**config.mk**
```make
export PLATFORM = sky130hd
export DESIGN_NAME = cache_ctr_burst_flat
export DESIGN_NICKNAME = d
export VERILOG_FILES = /design/src/rtl/cache_ctr_burst_pkg.sv /design/src/rtl/cache_ctr_burst_if.sv /design/src/rtl/cache_ctr_burst_wait_ctr.sv /design/src/rtl/cache_ctr_burst.sv /design/src/flat_wrapper.sv
export SDC_FILE = /design/constraint.sdc
export NUM_CORES = 1
export LEC_CHECK = 0
export ABC_AREA = 1
export CORE_MARGIN = 10
export CORE_UTILIZATION = 35
export DETAILED_ROUTE_END_ITERATION = 8
export SYNTH_ARGS = -nofsm -noshare
export SYNTH_HDL_FRONTEND = slang
export SYNTH_SLANG_ARGS = --single-unit
```
**constraint.sdc**
```tcl
create_clock -name clock -period 1.4 [get_ports clock]
set_clock_uncertainty 0.15 [all_clocks]
set_input_delay 0.28 -clock clock [delete_from_list [all_inputs] [get_ports clock]]
set_output_delay 0.28 -clock clock [all_outputs]
set_load 0.05 [all_outputs]
```
**src/rtl/cache_ctr_burst_pkg.sv**
```systemverilog
// Shared encodings for the burst cache controller: bus direction codes,
// data-path mux/tristate selects, FSM states and request dispatch.
package cache_ctr_burst_pkg;

  // System bus direction; the idle code is a don't-care held low.
  localparam logic RW_READ  = 1'b1;
  localparam logic RW_WRITE = 1'b0;
  localparam logic RW_UNK   = 1'b0;

  // Cache data-array input source.
  localparam logic CDATA_SYS = 1'b1;
  localparam logic CDATA_PRO = 1'b0;

  // Processor data source.
  localparam logic PDATA_CAC = 1'b0;
  localparam logic PDATA_SYS = 1'b1;

  // Bus drivers.
  localparam logic SDATA_OPEN  = 1'b1;
  localparam logic SDATA_CLOSE = 1'b0;
  localparam logic PDATA_OPEN  = 1'b1;
  localparam logic PDATA_CLOSE = 1'b0;

  typedef enum logic [3:0] {
    S_IDLE      = 4'd0,
    S_RD_LOOK   = 4'd1,
    S_FILL_REQ  = 4'd2,
    S_FILL_WAIT = 4'd3,
    S_FILL_BEAT = 4'd4,
    S_FILL_DONE = 4'd5,
    S_WR_LOOK   = 4'd6,
    S_WR_REQ    = 4'd7,
    S_WR_WAIT   = 4'd8,
    S_WR_DONE   = 4'd9
  } state_t;

  // Next state when a new processor request may be accepted.
  function automatic state_t dispatch(input logic strobe, input logic rw);
    if (!strobe) return S_IDLE;
    return (rw == RW_READ) ? S_RD_LOOK : S_WR_LOOK;
  endfunction

endpackage

```
**src/rtl/cache_ctr_burst_if.sv**
```systemverilog
// Processor/system-bus/cache-array control signals of the burst cache controller.
// slave = controller side, master = environment (processor, bus, arrays).
interface cache_ctr_burst_if #(
  parameter int unsigned LINE_WORDS = 4
);
  localparam int unsigned WIDX_W = $clog2(LINE_WORDS);

  logic              PStrobe;
  logic              PRw;
  logic [WIDX_W-1:0] PWordIdx;
  logic              PReady;
  logic              tag_match;
  logic              valid;
  logic              SysStrobe;
  logic              SysRW;
  logic              write;
  logic              set_valid;
  logic [WIDX_W-1:0] fill_index;
  logic              select_CData;
  logic              select_PData;
  logic              open_SysData;
  logic              open_PData;

  modport slave (
    input  PStrobe, PRw, PWordIdx, tag_match, valid,
    output PReady, SysStrobe, SysRW, write, set_valid, fill_index,
           select_CData, select_PData, open_SysData, open_PData
  );

  modport master (
    output PStrobe, PRw, PWordIdx, tag_match, valid,
    input  PReady, SysStrobe, SysRW, write, set_valid, fill_index,
           select_CData, select_PData, open_SysData, open_PData
  );
endinterface

```
**src/rtl/cache_ctr_burst_wait_ctr.sv**
```systemverilog
// cache_wait_ctr: 4-bit loadable down-counter with zero flag, used to
// time system-bus wait states.
module cache_wait_ctr (
  input  logic       clock,
  input  logic       reset,
  input  logic       load,
  input  logic       dec,
  input  logic [3:0] load_val,
  output logic       zero
);
  logic [3:0] count;

  // Load has priority; decrement saturates at zero.
  always_ff @(posedge clock or posedge reset) begin
    if (reset)                   count <= '0;
    else if (load)               count <= load_val;
    else if (dec && count != '0) count <= count - 4'd1;
  end

  assign zero = (count == '0);
endmodule

```
**src/rtl/cache_ctr_burst.sv**
```systemverilog
// cache_ctr_burst: write-through, direct-mapped cache controller with
// multi-word line fill and programmable bus wait states.
// Optional feature macro: EARLY_RESTART_EN (return the requested word to
// the processor on its fill beat instead of after the whole line).
module cache_ctr_burst
  import cache_ctr_burst_pkg::*;
#(
  parameter int unsigned WAIT_STATES = 2,
  parameter int unsigned LINE_WORDS  = 4
) (
  input logic              clock,
  input logic              reset,
  cache_ctr_burst_if.slave bus
);
  localparam int unsigned       WIDX_W   = $clog2(LINE_WORDS);
  localparam logic [WIDX_W-1:0] LAST_IDX = WIDX_W'(LINE_WORDS - 1);
  localparam logic [3:0]        WS       = 4'(WAIT_STATES);

  state_t            state, next;
  logic [WIDX_W-1:0] fill_index;
  logic              hit;
  logic              ctr_load, ctr_dec, ctr_zero;
  logic              fill_clr, fill_inc, hit_load;

  logic ready, sys_strobe, sys_rw, wr_en, set_val;
  logic sel_cdata, sel_pdata, open_sdata, open_pdata;

  cache_wait_ctr u_wait (
    .clock    (clock),
    .reset    (reset),
    .load     (ctr_load),
    .dec      (ctr_dec),
    .load_val (WS),
    .zero     (ctr_zero)
  );

  // State register, fill word index and latched write-hit flag.
  always_ff @(posedge clock or posedge reset) begin
    if (reset) begin
      state      <= S_IDLE;
      fill_index <= '0;
      hit        <= 1'b0;
    end else begin
      state <= next;
      if (fill_clr)      fill_index <= '0;
      else if (fill_inc) fill_index <= fill_index + WIDX_W'(1);
      if (hit_load)      hit <= bus.tag_match && bus.valid;
    end
  end

  // Next-state and output decode.
  always_comb begin
    next       = state;
    ready      = 1'b0;
    sys_strobe = 1'b0;
    sys_rw     = RW_UNK;
    wr_en      = 1'b0;
    set_val    = 1'b0;
    sel_cdata  = CDATA_PRO;
    sel_pdata  = PDATA_CAC;
    open_sdata = SDATA_CLOSE;
    open_pdata = PDATA_CLOSE;
    ctr_load   = 1'b0;
    ctr_dec    = 1'b0;
    fill_clr   = 1'b0;
    fill_inc   = 1'b0;
    hit_load   = 1'b0;
    case (state)
      S_IDLE: next = dispatch(bus.PStrobe, bus.PRw);
      S_RD_LOOK: begin
        sel_pdata  = PDATA_CAC;
        open_pdata = PDATA_OPEN;
        if (bus.tag_match && bus.valid) begin
          ready = 1'b1;
          next  = dispatch(bus.PStrobe, bus.PRw);
        end else begin
          fill_clr = 1'b1;
          next     = S_FILL_REQ;
        end
      end
      S_FILL_REQ: begin
        sys_strobe = 1'b1;
        sys_rw     = RW_READ;
        ctr_load   = 1'b1;
        next       = S_FILL_WAIT;
      end
      S_FILL_WAIT: begin
        if (ctr_zero) next = S_FILL_BEAT;
        else          ctr_dec = 1'b1;
      end
      S_FILL_BEAT: begin
        wr_en     = 1'b1;
        sel_cdata = CDATA_SYS;
        fill_inc  = 1'b1;
`ifdef EARLY_RESTART_EN
        if (fill_index == bus.PWordIdx) begin
          ready      = 1'b1;
          sel_pdata  = PDATA_SYS;
          open_pdata = PDATA_OPEN;
        end
`endif
        if (fill_index == LAST_IDX) begin
          set_val = 1'b1;
          next    = S_FILL_DONE;
        end else begin
          next = S_FILL_REQ;
        end
      end
      S_FILL_DONE: begin
`ifdef EARLY_RESTART_EN
        // The word was already returned on its beat; just close out the fill.
        next = S_IDLE;
`else
        ready      = 1'b1;
        sel_pdata  = PDATA_CAC;
        open_pdata = PDATA_OPEN;
        next       = dispatch(bus.PStrobe, bus.PRw);
`endif
      end
      S_WR_LOOK: begin
        hit_load = 1'b1;
        next     = S_WR_REQ;
      end
      S_WR_REQ: begin
        sys_strobe = 1'b1;
        sys_rw     = RW_WRITE;
        open_sdata = SDATA_OPEN;
        sel_cdata  = CDATA_PRO;
        wr_en      = hit;
        ctr_load   = 1'b1;
        next       = S_WR_WAIT;
      end
      S_WR_WAIT: begin
        if (ctr_zero) next = S_WR_DONE;
        else          ctr_dec = 1'b1;
      end
      S_WR_DONE: begin
        ready = 1'b1;
        next  = S_IDLE;
      end
      default: next = S_IDLE;
    endcase
  end

`ifndef EARLY_RESTART_EN
  logic unused_widx;
  assign unused_widx = ^bus.PWordIdx;
`endif

  assign bus.PReady       = ready;
  assign bus.SysStrobe    = sys_strobe;
  assign bus.SysRW        = sys_rw;
  assign bus.write        = wr_en;
  assign bus.set_valid    = set_val;
  assign bus.fill_index   = fill_index;
  assign bus.select_CData = sel_cdata;
  assign bus.select_PData = sel_pdata;
  assign bus.open_SysData = open_sdata;
  assign bus.open_PData   = open_pdata;
endmodule

```
**src/flat_wrapper.sv**
```systemverilog
// flat-port wrapper written by rule: the top's interface ports become plain ports
module cache_ctr_burst_flat import cache_ctr_burst_pkg::*;
#(
  parameter int unsigned WAIT_STATES = 2,
  parameter int unsigned LINE_WORDS  = 4
)
  (clock, reset, bus_PStrobe, bus_PRw, bus_PWordIdx, bus_tag_match, bus_valid, bus_PReady, bus_SysStrobe, bus_SysRW, bus_write, bus_set_valid, bus_fill_index, bus_select_CData, bus_select_PData, bus_open_SysData, bus_open_PData);
  cache_ctr_burst_if #(.LINE_WORDS(LINE_WORDS)) bus_i ();
  input logic clock;
  input logic reset;
  input wire logic [$bits(bus_i.PStrobe)-1:0] bus_PStrobe;
  input wire logic [$bits(bus_i.PRw)-1:0] bus_PRw;
  input wire logic [$bits(bus_i.PWordIdx)-1:0] bus_PWordIdx;
  input wire logic [$bits(bus_i.tag_match)-1:0] bus_tag_match;
  input wire logic [$bits(bus_i.valid)-1:0] bus_valid;
  output wire logic [$bits(bus_i.PReady)-1:0] bus_PReady;
  output wire logic [$bits(bus_i.SysStrobe)-1:0] bus_SysStrobe;
  output wire logic [$bits(bus_i.SysRW)-1:0] bus_SysRW;
  output wire logic [$bits(bus_i.write)-1:0] bus_write;
  output wire logic [$bits(bus_i.set_valid)-1:0] bus_set_valid;
  output wire logic [$bits(bus_i.fill_index)-1:0] bus_fill_index;
  output wire logic [$bits(bus_i.select_CData)-1:0] bus_select_CData;
  output wire logic [$bits(bus_i.select_PData)-1:0] bus_select_PData;
  output wire logic [$bits(bus_i.open_SysData)-1:0] bus_open_SysData;
  output wire logic [$bits(bus_i.open_PData)-1:0] bus_open_PData;
  assign bus_i.PStrobe = bus_PStrobe;
  assign bus_i.PRw = bus_PRw;
  assign bus_i.PWordIdx = bus_PWordIdx;
  assign bus_i.tag_match = bus_tag_match;
  assign bus_i.valid = bus_valid;
  assign bus_PReady = bus_i.PReady;
  assign bus_SysStrobe = bus_i.SysStrobe;
  assign bus_SysRW = bus_i.SysRW;
  assign bus_write = bus_i.write;
  assign bus_set_valid = bus_i.set_valid;
  assign bus_fill_index = bus_i.fill_index;
  assign bus_select_CData = bus_i.select_CData;
  assign bus_select_PData = bus_i.select_PData;
  assign bus_open_SysData = bus_i.open_SysData;
  assign bus_open_PData = bus_i.open_PData;
  cache_ctr_burst #(.WAIT_STATES(WAIT_STATES), .LINE_WORDS(LINE_WORDS)) u_core (.clock(clock), .reset(reset), .bus(bus_i));
endmodule
```
==> impl_metrics.tcl <==
set metrics [dict create \
    status "complete, but fails checks" \
    ant_nets 0 \
    syn_inst 113 \
    critical_path_class "register to primary output" \
    drc 0 \
    crit_arrival_ps 1390 \
    ys_seq_area_frac 0.363 \
    avgSynthCellArea_um2 6.71 \
    synth_top_cell_by_area "dfrtp_1" \
    antenna_found_initial 0 \
    fillerInstances 143 \
    switchingPower_mw 1.75 \
    synth_ff_type "dfrtp_1" \
    post-route-worst-setup-slack_ps -416 \
    netlist_top_cells_count "nand2_1 (32), inv_1 (18), nor2_1 (17), dfrtp_1 (11), nand3_1 (10)" \
    synth_xor_area_frac 0.0231 \
    cp.required_ps 970 \
    synth_compound_area_frac 0.0528 \
    cts_buffers 3 \
    grt_pass1_vias 924 \
    combPwrFrac 0.777 \
    totalWireLength_um 2370 \
    clkSlewWorstSetupHoldPaths_ps 70 \
    fmaxAchievable_mhz 551 \
    dr.first_iter.drc_count 19 \
    clock-root-buffer "clkbuf_4" \
    synth_seq_cells 11 \
    regArea_um2 279 \
    wl_per_cell_um 12.3 \
    cap_viol_max_count 0 \
    p_sw_frac 0.474 \
    cts_tree "done" \
    dpl.hpwl_um 1740 \
    multi_input_area_um2 577 \
    post_drt_via_cell_ratio 4.50 \
    pwr-share-clk 0.057 \
    synthMuxAreaShare 0 \
    end_kind "primary output" \
    grt_pass1_wl_um 4110 \
    cts.sinks 11 \
    io_buffers 15 \
    yosysUniqueCellTypes 20 \
    setup_violations 18 \
    yosysMostFrequentCell "nand2_1" \
    p_seq_frac 0.166 \
    coreArea_mm2 0.00200 \
    diodes 0 \
    ios 19 \
    die_h_um 66.5 \
    worst_hold_slack_ps 37.4 \
    finalNetCount 178 \
    holdCritPathClass "input pin to async pin" \
    rsz0062_at_grt "yes" \
    power_density_mw_per_mm2 2380 \
    die_area_mm2 0.00443 \
    finalCritPeriodShare 1.30 \
    p_leak_nw 0.797 \
    min_period_ps 1820 \
    synth_top_area_frac 0.363 \
    synth_edf_count 0 \
    dr.pass1.iters 4 \
    violations "negative setup slack" \
    clock_latency_ps 260 \
    die_w_um 66.5 \
    drive_above_1_share 0.554 \
    num_vias 868 \
    rows 16 \
    synth_area_um2 758 \
    gp_congestion 0.866 \
    synth_area_leaders "dfrtp_1 (36%), nand2_1 (16%), inv_1 (8.9%)" \
    synth_simple_gate_area_share 0.398 \
    startpoint_type "register" \
    finalMaxSlewViolations 0 \
    grtUsageTotal 0.116 \
    grt_max_degree 9 \
    cellInternalPower_mw 1.94 \
    async_reset_ff_frac 1.00 \
    hold_violations 0 \
    peakVddDrop_uv 2370 \
    grt-ovfl-total 0 \
    yosysWarnings 0 \
    areaGrowthSynthToFinish_pct 105 \
    finalSetupTns_ps -5330 \
    start_util 0.379 \
    clockBufferDepth 2 \
    htreeDepth 1 \
    cp_max_fo 6 \
    synth_top_family_by_area "simple AND/OR/NAND/NOR gates" \
    synthAdderAreaFrac 0.0495 \
    synth_fp_nets 124 \
]
[repair_timing]
| item | CTS | global route |
|---|---|---|
| hold endpoints to repair | 0 | 0 |
| hold buffers | 0 | 0 |
| gates resized for setup | 32 | 10 |
| pin swaps | 20 | 5 |
| buffers inserted | 11 | 5 |
| endpoints found under the setup margin | 20 | 21 |
[metal layers]
layer | vias to the layer above | share of wire | global-route usage
li1 | 456 | - | -
met1 | 398 | 0.44 | 0.134
met2 | 12 | 0.51 | 0.201
met3 | 2 | 0.042 | 0.0268
met4 | 0 | 0.0051 | 0.0393
met5 | - | 0 | 0
[metrics by stage]
| stage | cells | cell area [µm²] | worst slack, ps | power, mW | util |
|---|---|---|---|---|---|
| floorplan | 113 | 846 | -456 | 1.87 | - |
| global placement | 175 | 1280 | -284 | 2.85 | 0.639 |
| detailed placement | 175 | 1280 | -295 | 2.89 | 0.639 |
| CTS | 189 | 1490 | -418 | 3.53 | 0.744 |
| global route | 193 | 1550 | -491 | 3.95 | 0.776 |
| finish | 193 | 1550 | -416 | 3.70 | 0.776 |
[power by group through the flow]
stage	Sequential, mW	Combinational [mW]	Clock (mW)
5_1_grt	0.624	3.08	0.239
3_5_place_dp	0.590	2.30	0
3_3_place_gp	0.582	2.27	0
6_report	0.614	2.87	0.212
2_1_floorplan	0.664	1.21	0
4_1_cts	0.602	2.71	0.220
[final timing paths]
| path | start | end | slack (ps) | cells past startpoint |
|---|---|---|---|---|
| max | u_core.state[1]$_DFFE_PP0P_ | bus_open_SysData | -420 | 4 |
| min | reset | u_core.bus.fill_index[1]$_DFFE_PP0P_ | 40 | 2 |
| max reg2reg | u_core.state[0]$_DFFE_PP0P_ | u_core.u_wait.count[2]$_DFFE_PP0P_ | -290 | 11 |
| min reg2reg | u_core.u_wait.count[3]$_DFFE_PP0P_ | u_core.u_wait.count[3]$_DFFE_PP0P_ | 380 | 2 |
| max in group asynchronous | reset | u_core.state[2]$_DFFE_PP0P_ | 730 | 3 |
| min in group clock | u_core.u_wait.count[3]$_DFFE_PP0P_ | u_core.u_wait.count[3]$_DFFE_PP0P_ | 380 | 2 |
[layout by cell type (no fill, tap or decap), types with 6 or more instances in the layout]
master	Yosys	final
nand3_1	10	6
inv_2	2	8
buf_6	0	12
inv_1	18	10
dfrtp_1	11	8
nand2_4	0	8
nand2_1	32	22
nor2_1	17	11
buf_12	0	10
buf_4	1	23
[layout make-up]
cell class / count / area share
Tap cell: 27 / 0.0217
Sequential cell: 11 / 0.180
Inverter: 20 / 0.0515
Clock buffer: 4 / 0.0169
Multi-Input combinational cell: 81 / 0.371
Timing Repair Buffer: 50 / 0.359
[registers in the layout, indices dropped and copies added, names as in the netlist]
signal and count:
u_core.hit 1, u_core.state 4, u_core.u_wait.count 4, u_core.bus.fill_index 2
[kinds of logic (layout without fill, tap and decap cells)]
logic type                 count (synthesis)  in the layout
and+or+nand+nor                           68             68
buffers and inverters                     21             74
DFF                                       11             11
AOI/OAI and AO/OA                          7              7
adders and majority gates                  3              3
xor gates and xnor gates                   2              2
other                                      1              1
[worst max-delay path, cell delays in order, from the launching register on]
cell and delay [ps]:
dfrtp_2 480, inv_2 70, nor3_4 260, buf_4 180, buf_12 130
(Power assumes the default switching activity.)
